**config.mk**
```make
export PLATFORM = sky130hd
export DESIGN_NAME = fpm_normalize_round_flat
export DESIGN_NICKNAME = d
export VERILOG_FILES = /design/src/rtl/fpm_normalize_round_if.sv /design/src/rtl/fpm_normalize_round.sv /design/src/flat_wrapper.sv
export SDC_FILE = /design/constraint.sdc
export NUM_CORES = 1
export LEC_CHECK = 0
export ABC_AREA = 1
export ABC_CLOCK_PERIOD_IN_PS = 2000
export BUFFER_PORTS_ARGS = -buffer_cell sky130_fd_sc_hd__buf_2
export CORE_AREA = 2 2 111 113
export CTS_CLUSTER_DIAMETER = 200
export CTS_CLUSTER_SIZE = 10
export DETAILED_ROUTE_END_ITERATION = 7
export DIE_AREA = 0 0 113 115
export PLACE_DENSITY = 0.52
export SETUP_SLACK_MARGIN = 0.1
export SYNTH_ARGS = -nofsm -noshare
export SYNTH_HDL_FRONTEND = slang
export SYNTH_SLANG_ARGS = --single-unit
```
**constraint.sdc**
```tcl
create_clock -name clk -period 2 [get_ports clk]
set_input_delay 0.1 -clock clk [delete_from_list [all_inputs] [get_ports clk]]
set_output_delay 0.1 -clock clk [all_outputs]
set_load 0.1 [all_outputs]
```
**src/rtl/fpm_normalize_round_if.sv**
```systemverilog
// Handshake bus for the FP multiplier normalize/round stage: product beat in, IEEE-754 result out.
interface fpm_normalize_round_if;
   logic        in_valid;
   logic        in_ready;
   logic [47:0] prod;
   logic [9:0]  exp_sum;
   logic        sign;
   logic        in_nan;
   logic        in_inf;
   logic        in_zero;
   logic        out_valid;
   logic        out_ready;
   logic [31:0] result;
   logic        overflow;
   logic        underflow;
   logic        inexact;

   modport slave (
      input  in_valid, prod, exp_sum, sign, in_nan, in_inf, in_zero, out_ready,
      output in_ready, out_valid, result, overflow, underflow, inexact
   );

   modport master (
      output in_valid, prod, exp_sum, sign, in_nan, in_inf, in_zero, out_ready,
      input  in_ready, out_valid, result, overflow, underflow, inexact
   );
endinterface

```
**src/rtl/fpm_normalize_round.sv**
```systemverilog
// Two-stage normalize + round back end of a single-precision multiplier.
// Define FPM_RNE_ROUND_EN for round-to-nearest-even; otherwise the mantissa is truncated.
module fpm_normalize_round (
   input  logic                  clk,
   input  logic                  rst,
   fpm_normalize_round_if.slave  bus
);

   typedef struct packed {
      logic        sign;
      logic        nan;
      logic        inf;
      logic        zero;
      logic [22:0] mant;
      logic        guard;
      logic        sticky;
      logic [9:0]  exp;
   } norm_t;

   norm_t       n_beat;
   norm_t       s1;
   logic        s1_valid;
   logic        s2_valid;
   logic        s1_load;
   logic        s2_load;

   logic        round_up;
   logic        carry;
   logic [22:0] r_mant;
   logic signed [9:0] r_exp;
   logic [31:0] n_result;
   logic        n_overflow;
   logic        n_underflow;
   logic        n_inexact;

   logic [31:0] result_q;
   logic        overflow_q;
   logic        underflow_q;
   logic        inexact_q;

   assign s2_load      = !s2_valid || bus.out_ready;
   assign s1_load      = !s1_valid || s2_load;
   assign bus.in_ready = s1_load;

   // Stage 1: align the 48-bit product so the hidden bit drops out.
   always_comb begin
      // NOTE: every field gets a default before the branches, so no latch is inferred.
      n_beat        = '0;
      n_beat.sign   = bus.sign;
      n_beat.nan    = bus.in_nan;
      n_beat.inf    = bus.in_inf;
      n_beat.zero   = bus.in_zero;
      if (bus.prod[47]) begin
         n_beat.mant   = bus.prod[46:24];
         n_beat.guard  = bus.prod[23];
         n_beat.sticky = |bus.prod[22:0];
         n_beat.exp    = bus.exp_sum + 10'd1;
      end else begin
         n_beat.mant   = bus.prod[45:23];
         n_beat.guard  = bus.prod[22];
         n_beat.sticky = |bus.prod[21:0];
         n_beat.exp    = bus.exp_sum;
      end
   end

   // NOTE: sequential state uses non-blocking assignments so all stages update together.
   always_ff @(posedge clk or posedge rst) begin
      if (rst)          s1_valid <= 1'b0;
      else if (s1_load) s1_valid <= bus.in_valid;
   end

   // NOTE: payload registers carry no reset; s1_valid alone qualifies them.
   always_ff @(posedge clk) begin
      if (s1_load && bus.in_valid) s1 <= n_beat;
   end

   // Stage 2: round, then range-check the exponent.
`ifdef FPM_RNE_ROUND_EN
   assign round_up = s1.guard & (s1.sticky | s1.mant[0]);
`else
   assign round_up = 1'b0;
`endif

   always_comb begin
      {carry, r_mant} = {1'b0, s1.mant} + {23'd0, round_up};
      r_exp           = $signed(s1.exp + {9'd0, carry});
   end

   always_comb begin
      n_result    = {s1.sign, r_exp[7:0], r_mant};
      n_overflow  = 1'b0;
      n_underflow = 1'b0;
      n_inexact   = s1.guard | s1.sticky;
      if (s1.nan) begin
         n_result  = 32'h7FC0_0000;
         n_inexact = 1'b0;
      end else if (s1.inf) begin
         n_result  = {s1.sign, 8'hFF, 23'h0};
         n_inexact = 1'b0;
      end else if (s1.zero) begin
         n_result  = {s1.sign, 31'h0};
         n_inexact = 1'b0;
      end else if (r_exp >= 10'sd255) begin
         n_result   = {s1.sign, 8'hFF, 23'h0};
         n_overflow = 1'b1;
         n_inexact  = 1'b1;
      end else if (r_exp <= 10'sd0) begin
         n_result    = {s1.sign, 31'h0};
         n_underflow = 1'b1;
         n_inexact   = 1'b1;
      end
   end

   always_ff @(posedge clk or posedge rst) begin
      if (rst) begin
         s2_valid    <= 1'b0;
         result_q    <= 32'h0;
         overflow_q  <= 1'b0;
         underflow_q <= 1'b0;
         inexact_q   <= 1'b0;
      end else if (s2_load) begin
         s2_valid <= s1_valid;
         if (s1_valid) begin
            result_q    <= n_result;
            overflow_q  <= n_overflow;
            underflow_q <= n_underflow;
            inexact_q   <= n_inexact;
         end
      end
   end

   assign bus.out_valid = s2_valid;
   assign bus.result    = result_q;
   assign bus.overflow  = overflow_q;
   assign bus.underflow = underflow_q;
   assign bus.inexact   = inexact_q;

endmodule

```
**src/flat_wrapper.sv**
```systemverilog
// flat-port wrapper written by rule: the top's interface ports become plain ports
module fpm_normalize_round_flat 
  (clk, rst, bus_in_valid, bus_prod, bus_exp_sum, bus_sign, bus_in_nan, bus_in_inf, bus_in_zero, bus_out_ready, bus_in_ready, bus_out_valid, bus_result, bus_overflow, bus_underflow, bus_inexact);
  fpm_normalize_round_if bus_i ();
  input  logic clk;
  input  logic rst;
  input wire logic [$bits(bus_i.in_valid)-1:0] bus_in_valid;
  input wire logic [$bits(bus_i.prod)-1:0] bus_prod;
  input wire logic [$bits(bus_i.exp_sum)-1:0] bus_exp_sum;
  input wire logic [$bits(bus_i.sign)-1:0] bus_sign;
  input wire logic [$bits(bus_i.in_nan)-1:0] bus_in_nan;
  input wire logic [$bits(bus_i.in_inf)-1:0] bus_in_inf;
  input wire logic [$bits(bus_i.in_zero)-1:0] bus_in_zero;
  input wire logic [$bits(bus_i.out_ready)-1:0] bus_out_ready;
  output wire logic [$bits(bus_i.in_ready)-1:0] bus_in_ready;
  output wire logic [$bits(bus_i.out_valid)-1:0] bus_out_valid;
  output wire logic [$bits(bus_i.result)-1:0] bus_result;
  output wire logic [$bits(bus_i.overflow)-1:0] bus_overflow;
  output wire logic [$bits(bus_i.underflow)-1:0] bus_underflow;
  output wire logic [$bits(bus_i.inexact)-1:0] bus_inexact;
  assign bus_i.in_valid = bus_in_valid;
  assign bus_i.prod = bus_prod;
  assign bus_i.exp_sum = bus_exp_sum;
  assign bus_i.sign = bus_sign;
  assign bus_i.in_nan = bus_in_nan;
  assign bus_i.in_inf = bus_in_inf;
  assign bus_i.in_zero = bus_in_zero;
  assign bus_i.out_ready = bus_out_ready;
  assign bus_in_ready = bus_i.in_ready;
  assign bus_out_valid = bus_i.out_valid;
  assign bus_result = bus_i.result;
  assign bus_overflow = bus_i.overflow;
  assign bus_underflow = bus_i.underflow;
  assign bus_inexact = bus_i.inexact;
  fpm_normalize_round u_core (.clk(clk), .rst(rst), .bus(bus_i));
endmodule
```
==> metrics.md, run 1 <==
| Metric | Value |
|---|---|
| Status | finished with violations |
| Failing checks | DRC |
| Highest clock rate | roughly 600 MHz |
| Initial core utilization | about 30% |
| Worst hold path class | in -> reg |
| Routed Antenna Nets | 0 |
| Post-CTS Resized | 0 |
| Register area share after synthesis | 60.18% |
| Synthesized area | approximately 3500 um2 |
| Synth unique cells | 31 |
| CTS buffer count | 9 |
| N_diodes | 0 |
| First-pass GRT wire length | around 12 mm |
| Die H | between 100 and 150 um |
| CP Launch Point | u_core.bus.out_valid |
| CTS max path bufs | 2 |
| Root buf cell | clkbuf_16 |
| Area contributors post-synth | edfxtp_1 34%, dfrtp_1 27%, nand2_1 14% |
| Routability congestion estimate | ~0.7 |
| Drc violations | 4 |
| Crit path top cell by count | nand2_2 |
| Vias in the first global route | roughly 2600 |
| Overall routed net length | around 7.5 mm |
| Overall Global Routing Usage | between 10% and 20% |
| Routed len/inst | between 10 and 15 um |
| Row cnt | 40 |
| DP Cell Count | ~610 |
| Non-filler cells, final | 632 |
| Clk_lat worst skew | roughly 320 ps |
| Worst path arrival time | 1900 ps |
| Die width | 113 um |
| Area grow syn2layout | 29.62% |
| Hold wc startpoint | bus_in_valid |
| Reg-to-Reg End | u_core.bus.result[20] |
| Max-cap violation count | 0 |
| Delay-heaviest family, CP | simple AND/OR/NAND/NOR gates |
| Synth Instances | 368 |
| CP Capture Type | flop |
| Worst stage delay on the critical path | roughly 500 ps |
| Hold Path Depth | 3 |
| Initial antenna violation count | 0 |
| Critical path's slowest cell | dfrtp_4 |
| Flop2flop setup slack | roughly 330 ps |
| Ports | approximately 100 |
| Final setup vio count | 0 |
| I/O Buffers | about 100 |
| Core Util, Final | 38.24% |
| Final worst-path cycle share | ~83% |
| Max-slew violation count | 0 |
| Top cell type's share of synthesized area | about a third |
| Syn Area/Cell | ~9.5 um2 |
| Largest net degree at the start of global routing | 38 |
| Overflow after GRT | 0 |
| Share of cells above drive strength 1 | approximately a third |
| Critical-path maximum fanout | 22 |
| Worst path bufs/invs | 1 |
| Clock tree sinks | 76 |
| Clock H-tree levels | 3 |
| Min-Delay Endpoint | u_core.s1_valid |
| WP data required | approximately 2200 ps |
| Synth Register Bits | between 70 and 80 |
| Die ar. | 13000 um2 |
| CTS tree | yes |
| HPWL Detailed | 5.850 mm |
| CP Cell Sequence | nand2_2 > nand2_2 > clkinv_2 > nand2_4 > nor2_8 > nand3_4 > o21ai_0 |
| Drt pass-1 iters | 6 |
| Ys Warns | 0 |
| Leading area contributor after synthesis | edfxtp_1 |
| Final Hold Fails | 0 |
| Period minus WS final | 1665 ps |
| Worst r2r path cells | 7 |
| Clk_skew | 5.406 ps |
| Worst relative slew slack | 66.71% |
| Clock transition at path regs | ~60 ps |
| Vias/cell | 4.207 |
| Leakage | 0.002263 uW |
| Number of DRC markers in iteration 0 | 143 |
| Critical path class | reg -> reg |
| Setup Buffers After CTS | 0 |
| Reg2reg start | u_core.bus.out_valid |
| Core area | around 12000 um2 |
| Final nets | roughly 550 |
| Mapped Nets | ~440 |
| Setup TNS | 0 ps |
| VDD IR-drop max | 0.0002895 V |
| PwrDens | ~950 nW/um2 |
| RSZ-0062 raised after global routing | false |
| Critical Path Source Type | flop |
| Routed via count | 2659 |
| Slew of the pin with the lowest slew margin | slightly above 500 ps |
-- cell type report --
cell class                      instances  area (um2)
Clock buffer                           11       242.7
Fill cell                            1240        7295
Tap cell                              147       183.9
Clock inverter                          5       28.78
Sequential cell                        76        2101
Inverter                               49       188.9
Multi-Input combinational cell        232        1161
Timing Repair Buffer                  112       610.6
-- worst min-delay path, cell delays in order --
cell	delay [ps]
buf_2	100
nand2_4	60
nand2_1	50
-- state kept, by name, summed over array words and instances (netlist names) --
name,flops
u_core.bus.inexact,1
u_core.bus.out_valid,1
u_core.bus.overflow,1
u_core.bus.result,32
u_core.bus.underflow,1
u_core.s1,39
u_core.s1_valid,1
-- how the worst max path moves through the flow --
stage	slack, ps	cells after the start	endpoint
after floorplan	-100	3	u_core.s1[0]
after global placement	380	7	u_core.bus.result[20]
after detailed placement	300	7	u_core.bus.result[20]
after CTS	290	7	u_core.bus.result[20]
after global routing	170	7	u_core.bus.result[20]
final	330	7	u_core.bus.result[20]
-- per-layer routing --
metal	routed length (um)	global-route usage [%]
met3	403	2.319
met5	0	0
met1	3207	14.54
met2	3792	21.20
met4	126	6.341
-- logic make-up (layout without fill, tap and decap cells) --
logic type | after synthesis | count (layout) | synth area share [%]
flops | 76 | 76 | 60.18
xor+xnor | 9 | 9 | 2.262
buf+inv | 60 | 177 | 7.073
compound gates | 41 | 41 | 8.151
simple gates | 181 | 181 | 21.98
fa+ha+maj | 1 | 1 | 0.3590
-- cells in the mapped netlist (all sizes together) --
master,number
nand2,136
inv,47
edfxtp,39
dfrtp,37
o21ai,31
nor2,22
nand3,11
a21oi,9
buf,8
xor2,6
nor4,5
clkbuf,3
xnor2,3
clkinv,2
nor3,2
a22o,1
and2,1
and3,1
ha,1
nand4,1
nor3b,1
or2,1
-- layout by cell type, fill, tap and decap left out, types with 2 or more instances in the layout --
cell type and n:
xnor2_1 3, nand3_4 2, clkinv_2 3, clkbuf_16 9, a21oi_1 9, buf_2 102, nor4_1 5, nand2_4 2
dfrtp_1 36, nor2_1 21, edfxtp_1 39, nand2_2 3, nor3_1 2, buf_4 4, nand3_1 9, clkinv_1 2
xor2_1 6, inv_1 44, nand2_1 131, clkinvlp_4 3, o21ai_2 20, inv_2 2, dlygate4sd3_1 5, o21ai_0 11
-- metrics by stage --
stage	instance area, um2	total power [uW]	setup WS (ps)	hold WS, ps
floorplan	3512	2626	-100.4	198.9
global placement	4195	2857	381.3	236.5
detailed placement	4195	2866	302.9	232.7
CTS	4517	4326	286.0	11.77
global route	4517	4473	168.0	21.79
finish	4517	4273	334.8	22.74
-- power by group --
group	switching [uW]	internal, uW	total [uW]	leakage, uW
sequential	69.7	1800	1870	0.000849
combinational	757	201	958	0.00128
clock	578	864	1440	0.000129
total	1400	2870	4270	0.00226
-- timing repair --
item	CTS	global route
hold buffers	5	0
hold endpoints to repair	41	0
setup endpoints to repair	0	0
Power figures use the tool's default switching activity.
==> inputs of run 2 (changes only) <==
--- a/config.mk
+++ b/config.mk
@@ -5,15 +5,15 @@
 export SDC_FILE = /design/constraint.sdc
 export NUM_CORES = 1
 export LEC_CHECK = 0
-export ABC_AREA = 1
-export ABC_CLOCK_PERIOD_IN_PS = 2000
+export ABC_AREA = 0
+export ABC_CLOCK_PERIOD_IN_PS = 1500
 export BUFFER_PORTS_ARGS = -buffer_cell sky130_fd_sc_hd__buf_2
-export CORE_AREA = 2 2 111 113
+export CORE_AREA = 2 2 106 108
 export CTS_CLUSTER_DIAMETER = 200
 export CTS_CLUSTER_SIZE = 10
 export DETAILED_ROUTE_END_ITERATION = 7
-export DIE_AREA = 0 0 113 115
-export PLACE_DENSITY = 0.52
+export DIE_AREA = 0 0 108 110
+export PLACE_DENSITY = 0.54
 export SETUP_SLACK_MARGIN = 0.1
 export SYNTH_ARGS = -nofsm -noshare
 export SYNTH_HDL_FRONTEND = slang
==> constraint.sdc (replaced) <==
create_clock -name clk -period 1.5 [get_ports clk]
set_input_delay 0.075 -clock clk [delete_from_list [all_inputs] [get_ports clk]]
set_output_delay 0.075 -clock clk [all_outputs]
set_load 0.1 [all_outputs]
==> metrics.md, run 2 <==
| Metric | Value |
|---|---|
| Status | completed (was finished with violations) |
| Die H | 110 um (was 115 um) |
| HPWL Detailed | 5.369 mm (was 5.850 mm) |
| WP data required | 1730 ps (was 2230 ps) |
| Root buf cell | clkbuf_8 (was clkbuf_16) |
| Setup ws final | 57.08 ps (was 334.8 ps) |
| Highest clock rate | 693.0 MHz (was 600.5 MHz) |
| Critical path class | reg -> reg (unchanged) |
| Die ar. | 11880 um2 (was 13000 um2) |
| Overall routed net length | 7.308 mm (was 7.528 mm) |
| Mapped Nets | 289 (was 435) |
| Compound-cell area share of the yosys netlist | 10.53% (was 8.151%) |
| Max-cap violation count | 0 (unchanged) |
| CTS max path bufs | 2 (unchanged) |
| Final setup vio count | 0 (unchanged) |
| CTS buffer count | 9 (unchanged) |
| Worst hold slack | 21.57 ps (was 22.74 ps) |
| Critical-path maximum fanout | 11 (was 22) |
| Core Util, Final | 39.59% (was 38.24%) |
| Overall Global Routing Usage | 12.79% (was 12.23%) |
| Critical Path Source Type | flop (unchanged) |
| Worst r2r path cells | 4 (was 7) |
| Initial antenna violation count | 0 (unchanged) |
| VDD IR-drop max | 0.0004209 V (was 0.0002895 V) |
| Area grow syn2layout | 33.53% (was 29.62%) |
| Initial core utilization | 29.65% (was 29.50%) |
| Worst path arrival time | 1670 ps (was 1900 ps) |
| Register area share after synthesis | 66.11% (was 60.18%) |
| Most frequent cells in the layout | 101 x buf_2, 39 x edfxtp_1, 36 x dfrtp_1 (was 131 x nand2_1, 102 x buf_2, 44 x inv_1) |
| Setup TNS | 0 ps (unchanged) |
| Clock tree sinks | 76 (unchanged) |
| Synth Instances | 222 (was 368) |
| Hold Path Depth | 2 (was 3) |
| Max reg flops | 39 (unchanged) |
| First-pass GRT wire length | 11.31 mm (was 12.48 mm) |
| Worst hold path class | in -> reg (unchanged) |
| Row cnt | 38 (was 40) |
| Flop2flop setup slack | 60 ps (was 330 ps) |
| Top reg by flops | u_core.s1 (unchanged) |
| Most common cell after layout, fill and taps aside | buf_2 (was nand2_1) |
| Top cell type's share of synthesized area | 36.92% (was 33.61%) |
| Routed via count | 2240 (was 2659) |
| Clk_lat worst skew | 340 ps (was 320 ps) |
| Die width | 108 um (was 113 um) |
| Slew of the pin with the lowest slew margin | 507.7 ps (was 502.9 ps) |
| Most instantiated cells after synthesis | 39 x edfxtp_1, 37 x dfrtp_1, 25 x mux2_2 (was 132 x nand2_1, 45 x inv_1, 39 x edfxtp_1) |
| N_diodes | 0 (unchanged) |
| Reg2reg start | u_core.s1[6] (was u_core.bus.out_valid) |
| Synth unique cells | 34 (was 31) |
| Most common cell in the netlist | edfxtp_1 (was nand2_1) |
| Leading area contributor after synthesis | edfxtp_1 (unchanged) |
| Leakage | 0.001827 uW (was 0.002263 uW) |
| Ports | 103 (unchanged) |
| I/O Buffers | 102 (unchanged) |
| Final worst-path cycle share | 96.19% (was 83.26%) |
| Routed Antenna Nets | 0 (unchanged) |
| Drt pass-1 iters | 4 (was 6) |
| Vias in the first global route | 2272 (was 2636) |
| Synth Register Bits | 76 (unchanged) |
| DP Cell Count | 465 (was 611) |
| Non-filler cells, final | 488 (was 632) |
| Area contributors post-synth | edfxtp_1 37%, dfrtp_1 29%, mux2_2 8.9% (was edfxtp_1 34%, dfrtp_1 27%, nand2_1 14%) |
| XOR/XNOR Fraction of Synth Area | 2.485% (was 2.262%) |
| Synth Area in Adders | 0.3945% (was 0.3591%) |
| Max-slew violation count | 0 (unchanged) |
| Worst relative slew slack | 66.38% (was 66.71%) |
| PwrDens | 1136 nW/um2 (was 946.0 nW/um2) |
| Clk_skew | 6.763 ps (was 5.406 ps) |
| Number of synthesized flops with an enable pin | 39 (unchanged) |
| Number of DRC markers in iteration 0 | 52 (was 143) |
| Post-synth ARST share | 48.68% (unchanged) |
| Clock transition at path regs | 70 ps (was 60 ps) |
| Simple-gate portion of the synthesized area | 9.428% (was 21.97%) |
| Final nets | 410 (was 547) |
| Ys Warns | 0 (unchanged) |
| Routed len/inst | 14.98 um (was 11.91 um) |
| Reg-to-Reg End | u_core.bus.result[7] (was u_core.bus.result[20]) |
| Min-Delay Endpoint | u_core.s1[9] (was u_core.s1_valid) |
| CTS tree | yes (unchanged) |
| CP Capture Type | flop (unchanged) |
| Syn Area/Cell | 14.29 um2 (was 9.469 um2) |
| Share of cells above drive strength 1 | 45.98% (was 31.96%) |
| Fill cells | 1031 (was 1240) |
| Drc violations | 0 (was 4) |
| Hold wc startpoint | bus_exp_sum[9] (was bus_in_valid) |
| Core area | 10700 um2 (was 11810 um2) |
| Main combinational cell family by area after synthesis | compound AO/OA/AOI/OAI gates (was simple AND/OR/NAND/NOR gates) |
| Synthesized area | 3172 um2 (was 3485 um2) |
| Largest net degree at the start of global routing | 38 (unchanged) |
| Clock H-tree levels | 3 (unchanged) |
| Period minus WS final | 1443 ps (was 1665 ps) |
| RSZ-0062 raised after global routing | true (was false) |
| Overflow after GRT | 0 (unchanged) |
| Final Hold Fails | 0 (unchanged) |
| Routability congestion estimate | 0.7707 (was 0.7156) |
| Pre-CTS setup slack | 47.04 ps (was 302.9 ps) |
| Vias/cell | 4.590 (was 4.207) |
| Multiplexer area fraction after synthesis | 8.876% (was 0%) |
| Most used DFF post-synth | edfxtp_1 (unchanged) |
| CP Launch Point | u_core.s1[6] (was u_core.bus.out_valid) |
## run 2: power by group
part           switching [uW]  internal, uW  total, uW  leakage, uW
Combinational             659           267        926     0.000892
Clock                     662           805       1470    0.0000927
Sequential               67.9          2350       2420     0.000842
Total                    1390          3420       4810      0.00183
## run 2: worst max-delay path, stage by stage, from the launching register on
cell and delay, ps:
edfxtp_1 420, nor4_2 290, nand2_1 150, and4b_4 270, a22o_1 190
## run 2: timing repair
action / 4_1_cts / 5_1_grt
pin swaps: 0 / 2
buffers inserted: 0 / 0
hold endpoints to repair: 42 / 0
gates cloned: 0 / 1
gates resized for setup: 0 / 3
hold buffers: 6 / 0
setup endpoints to repair: 23 / 23
## run 2: final cells by class
type                       instances  area, um2  share of cell area [%]
clock buffer                      13      148.9                   3.516
clock inverter                     3      37.54                  0.8863
inverter                           3      11.26                  0.2659
multi-input combinational        134       1056                   24.93
sequential                        76       2101                   49.60
tap                              140      175.2                   4.136
timing repair buffer             119      705.7                   16.66
## run 2: cell families after synthesis
group	count (synthesis)
buf+inv	13
flops	76
compound gates	45
fa+ha+maj	1
xor+xnor	9
mux	25
simple gates	53
## run 2: metrics by stage
step           total power, uW  area [um2]
3_3_place_gp              3364        3965
2_1_floorplan             3087        3203
4_1_cts                   4871        4212
5_1_grt                   5037        4235
6_report                  4810        4235
3_5_place_dp              3375        3965
## run 2: worst max path at each step
stage                                  endpoint  slack [ps]
after floorplan                    u_core.s1[0]        -240
after global placement    u_core.bus.result[12]          60
after detailed placement   u_core.bus.result[7]          50
after CTS                 u_core.bus.result[10]          30
after global routing       u_core.bus.result[3]         -50
final                      u_core.bus.result[7]          60
## run 2: layer usage
layer | part of all wire (%) | global-route usage (%) | up-vias | wire length [um]
met3 | 6.5 | 3.645 | 12 | 477
li1 | - | - | 1094 | -
met5 | 0 | 0 | - | 0
met4 | 2.3 | 7.143 | 0 | 169
met1 | 41 | 15.53 | 1066 | 2997
met2 | 50 | 20.58 | 68 | 3663
==> inputs of run 3 (changes only) <==
--- a/config.mk
+++ b/config.mk
@@ -14,6 +14,7 @@
 export DETAILED_ROUTE_END_ITERATION = 7
 export DIE_AREA = 0 0 108 110
 export PLACE_DENSITY = 0.54
+export REMOVE_ABC_BUFFERS = 1
 export SETUP_SLACK_MARGIN = 0.1
 export SYNTH_ARGS = -nofsm -noshare
 export SYNTH_HDL_FRONTEND = slang
==> constraint.sdc (replaced) <==
create_clock -name clk -period 1.5 [get_ports clk]
set_input_delay 0.075 -clock clk [delete_from_list [all_inputs] [get_ports clk]]
set_output_delay 0.075 -clock clk [all_outputs]
set_load 0.005 [all_outputs]
==> metrics.md, run 3 (same netlist as run 2, synthesis figures left out) <==
| Metric | Value |
|---|---|
| Clock tree sinks | 76 (unchanged) |
| Leakage | 0.001828 uW (was 0.001827 uW) |
| Max-cap violation count | 0 (unchanged) |
| CP Depth | 4 (unchanged) |
| Top reg by flops | u_core.s1 (unchanged) |
| Worst hold path class | in -> reg (unchanged) |
| DP Cell Count | 465 (unchanged) |
| Fill cells | 1053 (was 1031) |
| Max reg flops | 39 (unchanged) |
| Clk_lat worst skew | 350 ps (was 340 ps) |
| Highest clock rate | 682.4 MHz (was 693.0 MHz) |
| Most frequent cells in the layout | 102 x buf_2, 39 x edfxtp_1, 37 x dfrtp_1 (was 101 x buf_2, 39 x edfxtp_1, 36 x dfrtp_1) |
| Sw Pwr | 1079 uW (was 1389 uW) |
| Most Used Layer, Global Route | met2 (unchanged) |
| Worst r2r path cells | 4 (unchanged) |
| Core Util, Final | 39.51% (was 39.59%) |
| Routed Antenna Nets | 0 (unchanged) |
| Routability congestion estimate | 0.7318 (was 0.7707) |
| Clock H-tree levels | 3 (unchanged) |
| Worst path bufs/invs | 0 (unchanged) |
| Overall Global Routing Usage | 12.59% (was 12.79%) |
| HPWL Detailed | 5.284 mm (was 5.369 mm) |
| I/O Buffers | 102 (unchanged) |
| N_diodes | 0 (unchanged) |
| Net Sw Frac | 23.39% (was 28.87%) |
| Final setup vio count | 0 (unchanged) |
| Worst relative slew slack | 68.63% (was 66.38%) |
| Final worst-path cycle share | 97.70% (was 96.19%) |
| CP Capture Type | flop (unchanged) |
| First-pass GRT wire length | 11.16 mm (was 11.31 mm) |
| Overflow after GRT | 0 (unchanged) |
| Clock Power Share | 36.8% (was 30.5%) |
| CTS buffer count | 9 (unchanged) |
| RSZ-0062 raised after global routing | true (unchanged) |
| Setup ws final | 34.49 ps (was 57.08 ps) |
| Overall routed net length | 7.104 mm (was 7.308 mm) |
| Initial core utilization | 29.65% (unchanged) |
| Drt pass-1 iters | 4 (unchanged) |
| Die ar. | 11880 um2 (unchanged) |
| Final Hold Fails | 0 (unchanged) |
| CTS tree | yes (unchanged) |
| Core area | 10700 um2 (unchanged) |
| Drc violations | 0 (unchanged) |
| Critical Path Source Type | flop (unchanged) |
| Status | completed (unchanged) |
| Max-slew violation count | 0 (unchanged) |
| Vias in the first global route | 2182 (was 2272) |
| Clock transition at path regs | 80 ps (was 70 ps) |
| Total power | 4611 uW (was 4810 uW) |
| Initial antenna violation count | 0 (unchanged) |
| Final nets | 410 (unchanged) |
| Share of cells above drive strength 1 | 46.55% (was 45.98%) |
| Critical path class | reg -> reg (unchanged) |
| Root buf cell | clkbuf_8 (unchanged) |
| WP data required | 1790 ps (was 1730 ps) |
| Period minus WS final | 1466 ps (was 1443 ps) |
| Die width | 108 um (unchanged) |
| Critical path's slowest cell | and4b_4 (was edfxtp_1) |
| Non-filler cells, final | 488 (unchanged) |
| Most common cell after layout, fill and taps aside | buf_2 (unchanged) |
| Met3 Use GR | 3.880% (was 3.645%) |
| Area grow syn2layout | 33.25% (was 33.53%) |
| Pre-CTS setup slack | 31.57 ps (was 47.04 ps) |
| Vias/cell | 4.510 (was 4.590) |
| Largest net degree at the start of global routing | 38 (unchanged) |
| Critical-path maximum fanout | 22 (was 11) |
| Delay-heaviest family, CP | simple AND/OR/NAND/NOR gates (unchanged) |
| Setup Buffers After CTS | 0 (unchanged) |
| Routed via count | 2201 (was 2240) |
| CP Cell Sequence | nand4_1 > o21bai_2 > and4b_4 > a22o_1 (was nor4_2 > nand2_1 > and4b_4 > a22o_1) |
| Global-route met1 utilization | 15.37% (was 15.53%) |
| M2 GR Usage | 20.53% (was 20.58%) |
| Worst path arrival time | 1760 ps (was 1670 ps) |
| Slew of the pin with the lowest slew margin | 470.6 ps (was 507.7 ps) |
| Clk_skew | 13.23 ps (was 6.763 ps) |
| Logic gate share of total power | 11.0% (was 19.2%) |
| Die H | 110 um (unchanged) |
| Ports | 103 (unchanged) |
| Worst stage delay on the critical path | 530 ps (was 420 ps) |
| Hold Path Depth | 3 (was 2) |
| Seq pwr share | 52.3% (was 50.3%) |
| VDD IR-drop max | 0.0004067 V (was 0.0004209 V) |
| CTS max path bufs | 2 (unchanged) |
| Number of DRC markers in iteration 0 | 43 (was 52) |
| Int Power | 3533 uW (was 3422 uW) |
| Row cnt | 38 (unchanged) |
| Routed len/inst | 14.56 um (was 14.98 um) |
| PwrDens | 1091 nW/um2 (was 1136 nW/um2) |
-- run 3: tightest hold or removal path, cell delays in order --
cell      delay [ps]
buf_2             70
a211oi_1          30
nand3_1           70
-- run 3: routing by layer --
layer | part of all wire (%) | wire (um)
met1 | 44 | 3098
met2 | 48 | 3376
met3 | 6.9 | 492
met4 | 1.9 | 137
met5 | 0 | 0
-- run 3: final timing paths --
path	startpoint	slack [ps]	endpoint
max	u_core.s1[3]	30	u_core.bus.result[11]
min	bus_prod[11]	10	u_core.s1[10]
max reg2reg	u_core.s1[3]	30	u_core.bus.result[11]
min reg2reg	u_core.s1[29]	460	u_core.bus.result[17]
max in group asynchronous	rst	800	u_core.bus.result[2]
min in group asynchronous	rst	370	u_core.bus.result[17]
-- run 3: power groups by stage --
stage	logic, uW	clock network, uW	registers, uW
5_1_grt	568	1850	2430
4_1_cts	503	1750	2410
6_report	506	1700	2410
3_3_place_gp	481	0	2450
3_5_place_dp	487	0	2460
2_1_floorplan	211	0	2450
-- run 3: repair_timing --
action / 4_1_cts / 5_1_grt
hold buffers: 6 / 0
endpoints found under the setup margin: 22 / 49
resized for setup: 0 / 3
gates cloned: 0 / 1
hold endpoints to repair: 42 / 0
-- run 3: cell type report --
cell class | instances | area, um2 | share of cell area, %
repair buffers | 120 | 703.2 | 16.64
well taps | 140 | 175.2 | 4.144
clock inverters | 5 | 63.81 | 1.510
inverters | 3 | 11.26 | 0.2664
multi-input cells | 133 | 1013 | 23.98
flip-flops and latches | 76 | 2097 | 49.62
clock buffers | 11 | 162.7 | 3.848
-- run 3: metrics by stage --
| stage | setup TNS [ps] | hold slack, ps | cell area, um2 |
|---|---|---|---|
| after floorplan | -19420 | 173.9 | 3114 |
| after global placement | 0 | 208.6 | 3909 |
| after detailed placement | 0 | 218.3 | 3909 |
| after CTS | 0 | 1.783 | 4195 |
| after global routing | -996.8 | 16.25 | 4227 |
| final | 0 | 12.86 | 4227 |
